--- config.mk ---
export PLATFORM = sky130hd
export DESIGN_NAME = redmule_tcdm_scheduler
export DESIGN_NICKNAME = d
export VERILOG_FILES = /design/src/rtl/redmule_tcdm_scheduler.sv
export SDC_FILE = /design/constraint.sdc
export NUM_CORES = 1
export LEC_CHECK = 0
export BUFFER_PORTS_ARGS = -buffer_cell sky130_fd_sc_hd__buf_2
export CAP_MARGIN = 10
export CORE_ASPECT_RATIO = 0.5
export CORE_UTILIZATION = 63
export DETAILED_ROUTE_END_ITERATION = 8
export PLACE_DENSITY = 0.85
export SYNTH_ARGS = -nofsm -noshare
export SYNTH_HDL_FRONTEND = slang
export SYNTH_SLANG_ARGS = --single-unit
--- constraint.sdc ---
create_clock -name clk_i -period 5.9 [get_ports clk_i]
set_input_delay 1.18 -clock clk_i [delete_from_list [all_inputs] [get_ports clk_i]]
set_output_delay 1.18 -clock clk_i [all_outputs]
set_load 0.01 [all_outputs]
--- src/rtl/redmule_tcdm_scheduler.sv ---
`default_nettype none
// ============================================================================
//  Module   : redmule_tcdm_scheduler
//  Purpose  : Shares the single TCDM port of the RedMulE streamer between the
//             X, W and Y load channels and the Z store channel. The winner is
//             chosen with starvation protection, then Z urgency, then round
//             robin. A selection that is not granted at once stays locked
//             until the TCDM grants it (HCI-compliant: the request is never
//             withdrawn or re-targeted under the requester's feet). Read
//             grants are logged in an in-order FIFO so that each response is
//             routed back to the channel that issued it.
//  Revision : 1.0 - initial release
// ----------------------------------------------------------------------------
//  Ports
//    clk_i           clock
//    rst_ni          asynchronous active-low reset
//    clear_i         synchronous soft clear (same effect as reset)
//    enable_i        arbitration enable (no new selection when low)
//    req_i[NCH]      per-channel request
//    wen_i[NCH]      per-channel write enable (1 = read, HCI polarity)
//    z_urgent_i      Z sink buffer almost full
//    gnt_o[NCH]      per-channel grant (one-hot or zero)
//    tcdm_req_o      request to TCDM
//    tcdm_gnt_i      TCDM grant
//    sel_o[CW]       channel currently driving the TCDM mux
//    tcdm_r_valid_i  TCDM read response valid (in order)
//    r_valid_o[NCH]  routed response valid (one-hot or zero)
//    r_sel_o[CW]     channel owning the current response
//    busy_o          selection locked or reads outstanding
//    err_o           sticky: response received with no read outstanding
//    perf_o          (REDMULE_SCHED_PERF_EN only) NCH grant counters followed
//                    by one stall counter, 32 bits each, saturating
//  Build option
//    REDMULE_SCHED_PERF_EN : adds perf_o and its counters
// ============================================================================
module redmule_tcdm_scheduler #(
  parameter int NCH         = 4,
  parameter int OUTSTANDING = 4,
  parameter int MAX_WAIT    = 16,
  parameter int CW          = $clog2(NCH)
) (
  input  logic           clk_i,
  input  logic           rst_ni,
  input  logic           clear_i,
  input  logic           enable_i,
  input  logic [NCH-1:0] req_i,
  input  logic [NCH-1:0] wen_i,
  input  logic           z_urgent_i,
  output logic [NCH-1:0] gnt_o,
  output logic           tcdm_req_o,
  input  logic           tcdm_gnt_i,
  output logic [CW-1:0]  sel_o,
  input  logic           tcdm_r_valid_i,
  output logic [NCH-1:0] r_valid_o,
  output logic [CW-1:0]  r_sel_o,
  output logic           busy_o,
  output logic           err_o
`ifdef REDMULE_SCHED_PERF_EN
  ,
  output logic [(NCH+1)*32-1:0] perf_o
`endif
);

  localparam int PW   = $clog2(OUTSTANDING);
  localparam int CNTW = PW + 1;
  localparam int WW   = $clog2(MAX_WAIT + 1);

  typedef enum logic [0:0] {
    IDLE   = 1'b0,
    LOCKED = 1'b1
  } state_t;

  state_t          state_q, state_d;
  logic [CW-1:0]   lock_sel_q;
  logic [CW-1:0]   rr_ptr_q;
  logic [WW-1:0]   wait_q [NCH];

  logic [CW-1:0]   fifo_q [OUTSTANDING];
  logic [PW-1:0]   wr_ptr_q, rd_ptr_q;
  logic [CNTW-1:0] count_q;
  logic            err_q;

  logic [NCH-1:0]  eligible;
  logic            any_eligible;
  logic            fifo_has_room;
  logic            starved_found;
  logic [CW-1:0]   starved_idx;
  logic            rr_found;
  logic [CW-1:0]   rr_idx;
  logic [CW:0]     rr_cand;
  logic [CW-1:0]   winner;

  logic [CW-1:0]   sel;
  logic            tcdm_req;
  logic            granted;
  logic            push;
  logic            pop_ok;
  logic [CW-1:0]   head;

  // --------------------------------------------------------------------------
  // Eligibility: reads need a free slot in the response FIFO, writes never do.
  // --------------------------------------------------------------------------
  assign fifo_has_room = (count_q < CNTW'(OUTSTANDING));

  always_comb begin
    eligible = '0;
    for (int i = 0; i < NCH; i++) begin
      eligible[i] = req_i[i] & (~wen_i[i] | fifo_has_room);
    end
  end

  assign any_eligible = |eligible;

  // --------------------------------------------------------------------------
  // Winner selection: starved (lowest index) > urgent Z > round robin.
  // Both searches walk downward so the last hit is the preferred one.
  // --------------------------------------------------------------------------
  always_comb begin
    starved_found = 1'b0;
    starved_idx   = '0;
    for (int i = NCH - 1; i >= 0; i--) begin
      if (eligible[i] && (wait_q[i] == WW'(MAX_WAIT))) begin
        starved_found = 1'b1;
        starved_idx   = CW'(i);
      end
    end

    rr_found = 1'b0;
    rr_idx   = '0;
    rr_cand  = '0;
    for (int k = NCH - 1; k >= 0; k--) begin
      // Modular add done one bit wider so non power-of-two NCH wraps too.
      rr_cand = {1'b0, rr_ptr_q} + (CW+1)'(k);
      if (rr_cand >= (CW+1)'(NCH)) begin
        rr_cand = rr_cand - (CW+1)'(NCH);
      end
      if (eligible[rr_cand[CW-1:0]]) begin
        rr_found = 1'b1;
        rr_idx   = rr_cand[CW-1:0];
      end
    end

    if (starved_found) begin
      winner = starved_idx;
    end else if (z_urgent_i && eligible[NCH-1]) begin
      winner = CW'(NCH - 1);
    end else if (rr_found) begin
      winner = rr_idx;
    end else begin
      winner = '0;
    end
  end

  // --------------------------------------------------------------------------
  // Lock FSM. IDLE selects and requests in the same cycle; an ungranted
  // selection is frozen in LOCKED until granted or the requester gives up.
  // --------------------------------------------------------------------------
  always_ff @(posedge clk_i or negedge rst_ni) begin
    if (!rst_ni) begin
      state_q    <= IDLE;
      lock_sel_q <= '0;
    end else if (clear_i) begin
      state_q    <= IDLE;
      lock_sel_q <= '0;
    end else begin
      state_q <= state_d;
      if (state_q == IDLE) begin
        lock_sel_q <= winner;
      end
    end
  end

  always_comb begin
    state_d  = state_q;
    sel      = '0;
    tcdm_req = 1'b0;
    case (state_q)
      IDLE: begin
        if (enable_i && any_eligible && !clear_i) begin
          sel      = winner;
          tcdm_req = 1'b1;
          if (!tcdm_gnt_i) begin
            state_d = LOCKED;
          end
        end
      end
      LOCKED: begin
        sel      = lock_sel_q;
        tcdm_req = req_i[lock_sel_q] & ~clear_i;
        if (tcdm_gnt_i || !req_i[lock_sel_q]) begin
          state_d = IDLE;
        end
      end
      default: state_d = IDLE;
    endcase
  end

  assign granted    = tcdm_req & tcdm_gnt_i;
  assign tcdm_req_o = tcdm_req;
  assign sel_o      = sel;

  always_comb begin
    gnt_o = '0;
    for (int i = 0; i < NCH; i++) begin
      gnt_o[i] = granted && (sel == CW'(i));
    end
  end

  // Round-robin pointer moves past the channel just served.
  always_ff @(posedge clk_i or negedge rst_ni) begin
    if (!rst_ni) begin
      rr_ptr_q <= '0;
    end else if (clear_i) begin
      rr_ptr_q <= '0;
    end else if (granted) begin
      rr_ptr_q <= (sel == CW'(NCH - 1)) ? '0 : sel + 1'b1;
    end
  end

  // --------------------------------------------------------------------------
  // Per-channel wait counters (saturating) for starvation detection.
  // --------------------------------------------------------------------------
  for (genvar g = 0; g < NCH; g++) begin : g_wait
    always_ff @(posedge clk_i or negedge rst_ni) begin
      if (!rst_ni) begin
        wait_q[g] <= '0;
      end else if (clear_i) begin
        wait_q[g] <= '0;
      end else if (!req_i[g] || gnt_o[g]) begin
        wait_q[g] <= '0;
      end else if (wait_q[g] != WW'(MAX_WAIT)) begin
        wait_q[g] <= wait_q[g] + 1'b1;
      end
    end
  end

  // --------------------------------------------------------------------------
  // In-order outstanding-read tracker. A response arriving with nothing
  // outstanding is not routed anywhere and raises the sticky error flag.
  // --------------------------------------------------------------------------
  assign push   = granted & wen_i[sel];
  assign pop_ok = tcdm_r_valid_i & (count_q != '0);
  assign head   = fifo_q[rd_ptr_q];

  always_ff @(posedge clk_i) begin
    if (push) begin
      fifo_q[wr_ptr_q] <= sel;
    end
  end

  always_ff @(posedge clk_i or negedge rst_ni) begin
    if (!rst_ni) begin
      wr_ptr_q <= '0;
      rd_ptr_q <= '0;
      count_q  <= '0;
      err_q    <= 1'b0;
    end else if (clear_i) begin
      wr_ptr_q <= '0;
      rd_ptr_q <= '0;
      count_q  <= '0;
      err_q    <= 1'b0;
    end else begin
      if (push) begin
        wr_ptr_q <= wr_ptr_q + 1'b1;
      end
      if (pop_ok) begin
        rd_ptr_q <= rd_ptr_q + 1'b1;
      end
      if (push && !pop_ok) begin
        count_q <= count_q + 1'b1;
      end else if (!push && pop_ok) begin
        count_q <= count_q - 1'b1;
      end
      if (tcdm_r_valid_i && (count_q == '0)) begin
        err_q <= 1'b1;
      end
    end
  end

  always_comb begin
    r_valid_o = '0;
    for (int i = 0; i < NCH; i++) begin
      r_valid_o[i] = pop_ok && (head == CW'(i));
    end
  end

  assign r_sel_o = pop_ok ? head : '0;
  assign busy_o  = (state_q == LOCKED) | (count_q != '0);
  assign err_o   = err_q;

`ifdef REDMULE_SCHED_PERF_EN
  // --------------------------------------------------------------------------
  // Saturating performance counters: grants per channel, plus stall cycles
  // (request presented but not granted).
  // --------------------------------------------------------------------------
  logic [31:0] grant_cnt_q [NCH];
  logic [31:0] stall_cnt_q;

  for (genvar g = 0; g < NCH; g++) begin : g_perf
    always_ff @(posedge clk_i or negedge rst_ni) begin
      if (!rst_ni) begin
        grant_cnt_q[g] <= '0;
      end else if (clear_i) begin
        grant_cnt_q[g] <= '0;
      end else if (gnt_o[g] && !(&grant_cnt_q[g])) begin
        grant_cnt_q[g] <= grant_cnt_q[g] + 1'b1;
      end
    end
    assign perf_o[g*32 +: 32] = grant_cnt_q[g];
  end

  always_ff @(posedge clk_i or negedge rst_ni) begin
    if (!rst_ni) begin
      stall_cnt_q <= '0;
    end else if (clear_i) begin
      stall_cnt_q <= '0;
    end else if (tcdm_req && !tcdm_gnt_i && !(&stall_cnt_q)) begin
      stall_cnt_q <= stall_cnt_q + 1'b1;
    end
  end

  assign perf_o[NCH*32 +: 32] = stall_cnt_q;
`endif

endmodule
`default_nettype wire

## Word-level counts from Yosys, hierarchy flattened

Memory sizes are Yosys's and may differ from the RTL's.
Cells that the tools add are included.

| word-level totals | value |
|---|---|
| output and inout port bits | 15 |
| flip-flop bits (word level) | 33 |
| bits of input ports | 15 |
| logic and storage cells | 191 |
| bits in writable memories | 8 |
| memories kept | 1 |

Memory list:

| memory | words | bits a word | read ports | clocked after memory_dff | wr ports | RTL line | text |
|---|---|---|---|---|---|---|---|
| fifo_q | 4 | 2 | 1 | 0 | 1 | 78 | `logic [CW-1:0] fifo_q [OUTSTANDING];` |

| operators by class | value |
|---|---|
| bitwise gates (word level) | 19 |
| order comparisons | 11 |
| reduce and logical (&&, ||, !) cells | 45 |
| muxes and demuxes | 73 |
| $add $sub $neg | 16 |
| equality and inequality tests | 15 |

Operators by type and width:

| cell | count |
|---|---|
| 2-to-1 mux 5 bit | 12 |
| 2-to-1 mux 2 bit | 26 |
| 2-to-1 mux 1 bit | 23 |
| adder 5 x 1 -> 5 bit, second input constant | 4 |
| == test 5 bit, second input constant | 4 |
| != test 5 bit, second input constant | 4 |
| logical AND 1 bit | 18 |
| < comparator 2 x 3 -> 1 bit, second input constant | 6 |
| nonzero test 3 bit | 6 |
| binary-select mux 1 bit (select 2 bit) | 6 |
| greater-or-equal comparator 3 bit, second input constant | 3 |
| 2-to-1 mux 3 bit | 3 |
| bitwise AND 1 bit | 8 |
| == test 2 bit, second input constant | 4 |
| logical NOT 1 bit | 8 |
| nonzero test 2 bit | 4 |
| subtractor 2 x 1 -> 2 bit, second input constant | 4 |
| adder 2 x 1 -> 2 bit, second input constant | 3 |
| adder 2 x 2 -> 3 bit, second input constant | 2 |
| NOT 1 bit | 6 |
| logical OR 1 bit | 5 |
| bitwise OR 1 bit | 5 |
| == test 2 x 1 -> 1 bit, second input constant | 2 |
| logical NOT 2 bit | 2 |
| 10 further kinds | 11 |

## Longest topological paths before layout

| logic depth | value |
|---|---|
| depth in word-level cells | 22 |
| depth in mapped cells | 16 |
| depth with buffers taken out | 14 |

## Worst setup path after synthesis

Ideal clock, no wire load.

| timing | value |
|---|---|
| kind | input-to-output |
| from | input req_i[1] |
| to | output gnt_o[3] |
| cell stages on the path | 8 |
| path buffers | 0 |
| slack | 1.936 ns |
| arrival | 2.784 ns |
| required time | 4.720 ns |
| cells stage by stage | a21boi_1 > a21oi_1 > o311a_1 > a21o_1 > a21oi_1 > inv_1 > ha_1 > and2_1 |

| on the way | value |
|---|---|
| longest elaborated chain between the ends | 14 |
| elaborated cells on any way between the ends | 38 |
| classes of those cells | 1 x eq/ne; 29 x mux; 3 x bitwise; 5 x reduce/logical |

RTL lines:

| what | RTL line | text |
|---|---|---|
| start: declaration | 46 | `input logic [NCH-1:0] req_i,` |
| bitwise AND 1 bit * | 108 | `eligible[i] = req_i[i] & (~wen_i[i] \| fifo_has_room);` |
| binary-select mux 1 bit (select 2 bit) | 137 | `if (eligible[rr_cand[CW-1:0]]) begin` |
| 2-to-1 mux 1 bit (implied by the code) | 137 |  |
| 2-to-1 mux 2 bit / 2-to-1 mux 1 bit (equally long branches) (4 in series) | 137 |  |
| 2-to-1 mux 2 bit | 147 | `end else if (rr_found) begin` |
| 2-to-1 mux 2 bit | 145 | `end else if (z_urgent_i && eligible[NCH-1]) begin` |
| 2-to-1 mux 2 bit | 143 | `if (starved_found) begin` |
| 2-to-1 mux 2 bit * | 179 | `if (enable_i && any_eligible && !clear_i) begin` |
| case mux 2 bit (2 select lines) * | 177 | `case (state_q)` |
| named net sel_o[1] | 52 | `output logic [CW-1:0] sel_o,` |
| == test 2 bit * | 205 | `gnt_o[i] = granted && (sel == CW'(i));` |
| logical AND 1 bit * | 205 |  |
| end: declaration | 49 | `output logic [NCH-1:0] gnt_o,` |

Mark *: on every way through the listed nets, which the timed path passes. The rest lies on a longest branch. The select of a mux whose other input is x is not followed.

## Final worst setup path

| timing | value |
|---|---|
| from | input req_i[1] |
| to | output gnt_o[2] |

| on the way | value |
|---|---|
| longest elaborated chain between the ends | 14 |
| elaborated cells on any way between the ends | 38 |
| classes of those cells | 1 x eq/ne; 29 x mux; 3 x bitwise; 5 x reduce/logical |

RTL lines:

| what | RTL line |
|---|---|
| bitwise AND 1 bit | 108 |
| binary-select mux 1 bit (select 2 bit) | 137 |
| 2-to-1 mux 1 bit (implied by the code) | 137 |
| 2-to-1 mux 2 bit / 2-to-1 mux 1 bit (equally long branches) (4 in series) | 137 |
| 2-to-1 mux 2 bit | 147 |
| 2-to-1 mux 2 bit | 145 |
| 2-to-1 mux 2 bit | 143 |
| 2-to-1 mux 2 bit | 179 |
| case mux 2 bit (2 select lines) | 177 |
| == test 2 bit | 205 |
| logical AND 1 bit * | 205 |

Every way passes the cells marked *; elsewhere a longest branch is shown, timed or not. The select of a mux whose other input is x is not followed.

==> metrics.csv <==
stage;metric;value;unit
floorplanning;die area;4470;um2
route;DR vias/cell;5.84;
clocking;Worst-Skew Late Latency;0.28;ns
floorplanning;chip width;93.6;um
floorplanning;Site Rows;16;
sta;Final Cycle Share;77.3;%
clocking;Post-CTS Setup Repair Bufs;0;
cells_and_area;Final #Nets;331;
sta;crit path time final;4.56;ns
placed_design;Post-DP HPWL;4000;um
worst_setup_path;crit path kind;in2out;
clocking;root buffer cell;clkbuf_8;
cells_and_area;area growth from synthesis to layout;10.1;%
synthesis;Synth top area share;31.3;%
synthesis;most common cell in the netlist;dfrtp_1;
floorplanning;initial core utilization;66.6;%
grt;grt met2 use;43.5;%
synthesis;synthesized area;2640;um2
grt;initial antenna violation count;0;
sta;setup TNS;0;ns
clocking;Clock Path Buffers;2;
grt;vias in the first global route;1904;
flow_run;max_cap viols;0;
placed_design;port bufs;29;
clocking;hold_buf cts;0;
worst_setup_path;worst endpoint required time;4.72;ns
worst_setup_path;crit path capture type;output port;
synthesis;XOR/XNOR share of the synthesized area;6.82;%
cells_and_area;final instance area;2910;um2
synthesis;syn_nets;300;
worst_setup_path;CP Launch Point;req_i[1];
worst_setup_path;Worst R2R Setup Slack;2.23;ns
grt;largest net degree at the start of global routing;34;
sta;final setup vio count;0;
grt;GR Overflow Total;0;
floorplanning;Die H;47.8;um
grt;GRT Util Overall;25.5;%
synthesis;synthesis-stage register bit count;41;
sta;final setup skew;0.00294;ns
worst_hold_path;worst hold path class;reg2reg;
worst_setup_path;worst setup path endpoint;gnt_o[2];
route;wire length per cell;14.8;um
route;First-pass DRT Iterations;4;
worst_setup_path;CP startpoint kind;input port;
synthesis;Synth Area in Simple Gates;22.1;%
synthesis;largest family of logic cells by synthesized area;simple AND/OR/NAND/NOR gates;
route;final wirelength;5250;um
synthesis;number of synthesis warnings;0;
synthesis;async set-or-reset flop fraction in the synthesized netlist;80.5;%
power_and_ir_drop;IR drop worst, VDD;166;uV
route;Final ANT Viol Nets;0;
synthesis;synth cell count leaders;dfrtp_1 (33), nor2_1 (31), inv_1 (21), nand2_1 (18), ha_1 (16);
sta;Tightest Pin Transition;0.735;ns
route;final routed DRC violation total;0;
sta;Max Transition Viols Final;0;
clocking;CTS buffer count;5;
synthesis;Post-synth EDFFs;8;
sta;worst hold slack;0.518;ns
grt;first-pass GRT wire length;8450;um
synthesis;Cells after Synth;268;
synthesis;register area share after synthesis;40.4;%
route;Detailed Route Iter0 Violations;108;
cells_and_area;multi-input logic area;1460;um2
clocking;CTS resizes;0;
cells_and_area;final core utilization;73.4;%
route;via count;2067;
cells_and_area;share of layout cells above drive strength 1;16.3;%
grt;gr busiest metal;met2;
clocking;clk sinks;41;
cells_and_area;# fillers;281;
cells_and_area;Inserted Diodes;0;
floorplanning;core area;3960;um2
sta;Final Hold Viols;0;
synthesis;Synth Area in Compound Gates;13.7;%
floorplanning;I/O pin total;30;
sta;relative slew slack;51.0;%
synthesis;dominant cell type by area after synthesis;dfrtp_1;
power_and_ir_drop;overall power;763;uW
worst_setup_path;worst-path fanout max;7;
synthesis;Syn Area/Cell;9.85;um2
placed_design;Placed Area;2830;um2
worst_setup_path;worst reg2reg path depth;14;
grt;met3 Use GR;6.51;%
cells_and_area;Reg area;1070;um2
worst_setup_path;worst path arrival time;3.38;ns
clocking;htree depth;2;
sta;RSZ-0062 raised after global routing;no;
outcome;status;complete, no violations;
power_and_ir_drop;pwr dens;262;nW/um2
placed_design;GP Congestion;0.846;
synthesis;synth top area cells;dfrtp_1 (31%), edfxtp_1 (9.1%), ha_1 (7.6%), nor2_1 (4.4%), and2_1 (3.1%);
sta;Max Clock Freq;0.219;GHz
synthesis;ys flop type;dfrtp_1;
clocking;clock tree from TritonCTS;yes;
synthesis;multiplexer share of the synthesized area;4.45;%
clocking;Reg clk slew, reported paths;0.07;ns
grt;Global Route met1 Usage;33.0;%
power_and_ir_drop;leakage dissipation;0.00128;uW
synthesis;Post-Synth Adder-Cell Area;8.34;%
synthesis;synth unique cells;55;
worst_setup_path;FF-to-FF Start;wait_q[15];
worst_setup_path;capturing point of the worst reg2reg path;count_q[1];
## layer usage
metal / share of wire [%] / routed length [um] / up-vias
met5: 0 / 0 / -
met1: 47 / 2470 / 1004
met3: 5.3 / 276 / 9
li1: - / - / 1004
met4: 1.5 / 79 / 0
met2: 46 / 2430 / 50
## placed cells by master, fill, tap and decap left out, types with 8 or more instances in the layout
master	count
buf_2	29
nor2_1	31
xnor2_1	9
nor3_1	12
edfxtp_1	8
nand3_1	8
and2_1	13
a21oi_1	9
xor2_1	9
ha_1	16
dfrtp_1	33
nand2b_1	11
nand2_1	18
inv_1	21
## how the worst min path moves through the flow
stage	startpoint	end	slack, ns	cells after the start
finish	err_o	err_o	0.52	2
global route	err_o	err_o	0.58	2
CTS	err_o	err_o	0.51	2
detailed placement	err_o	err_o	0.50	2
global placement	err_o	err_o	0.47	2
floorplan	wait_q[19]	wait_q[19]	0.50	2
## registers in the layout, summed over array words and instances, names as in the netlist
signal,count
err_o,1
wr_ptr_q,2
rd_ptr_q,2
wait_q,20
count_q,3
rr_ptr_q,2
fifo_q,8
lock_sel_q,2
state_q,1
## critical path: stages
cell      delay [ns]
buf_2           0.13
a21boi_1        0.37
a21oi_1         0.07
o311a_1         0.35
a21o_1          0.21
a21oi_1         0.33
inv_1           0.20
ha_1            0.24
and2_1          0.16
buf_2           0.14
## kinds of logic (layout without fill, tap and decap cells)
group | after synthesis | in the layout
multiplexers | 8 | 8
AND/OR/NAND/NOR | 111 | 111
AO/OA/AOI/OAI | 45 | 45
XOR/XNOR | 19 | 19
adder cells (fa/ha/maj) | 17 | 17
flip-flops | 41 | 41
buffers and inverters | 27 | 59
## report_power, final
| part | internal (uW) | switching (uW) | leakage [uW] | total (uW) |
|---|---|---|---|---|
| Sequential | 313 | 35.6 | 0.000524 | 348 |
| Combinational | 102 | 138 | 0.000719 | 241 |
| Clock | 84.1 | 90.0 | 0.0000395 | 174 |
## area by class of cell
cell class,count,area share [%]
Clock buffer,8,2.75
Inverter,21,2.71
Multi-Input combinational cell,200,50.3
Sequential cell,41,36.7
Tap cell,54,2.32
Timing Repair Buffer,30,5.25
## per-stage QoR
stage | setup WS, ns | instances
final | 1.34 | 354
after global placement | 1.41 | 346
after detailed placement | 1.38 | 346
after global routing | 1.19 | 354
after floorplan | 1.94 | 268
after CTS | 1.37 | 354
(Power assumes the default switching activity.)
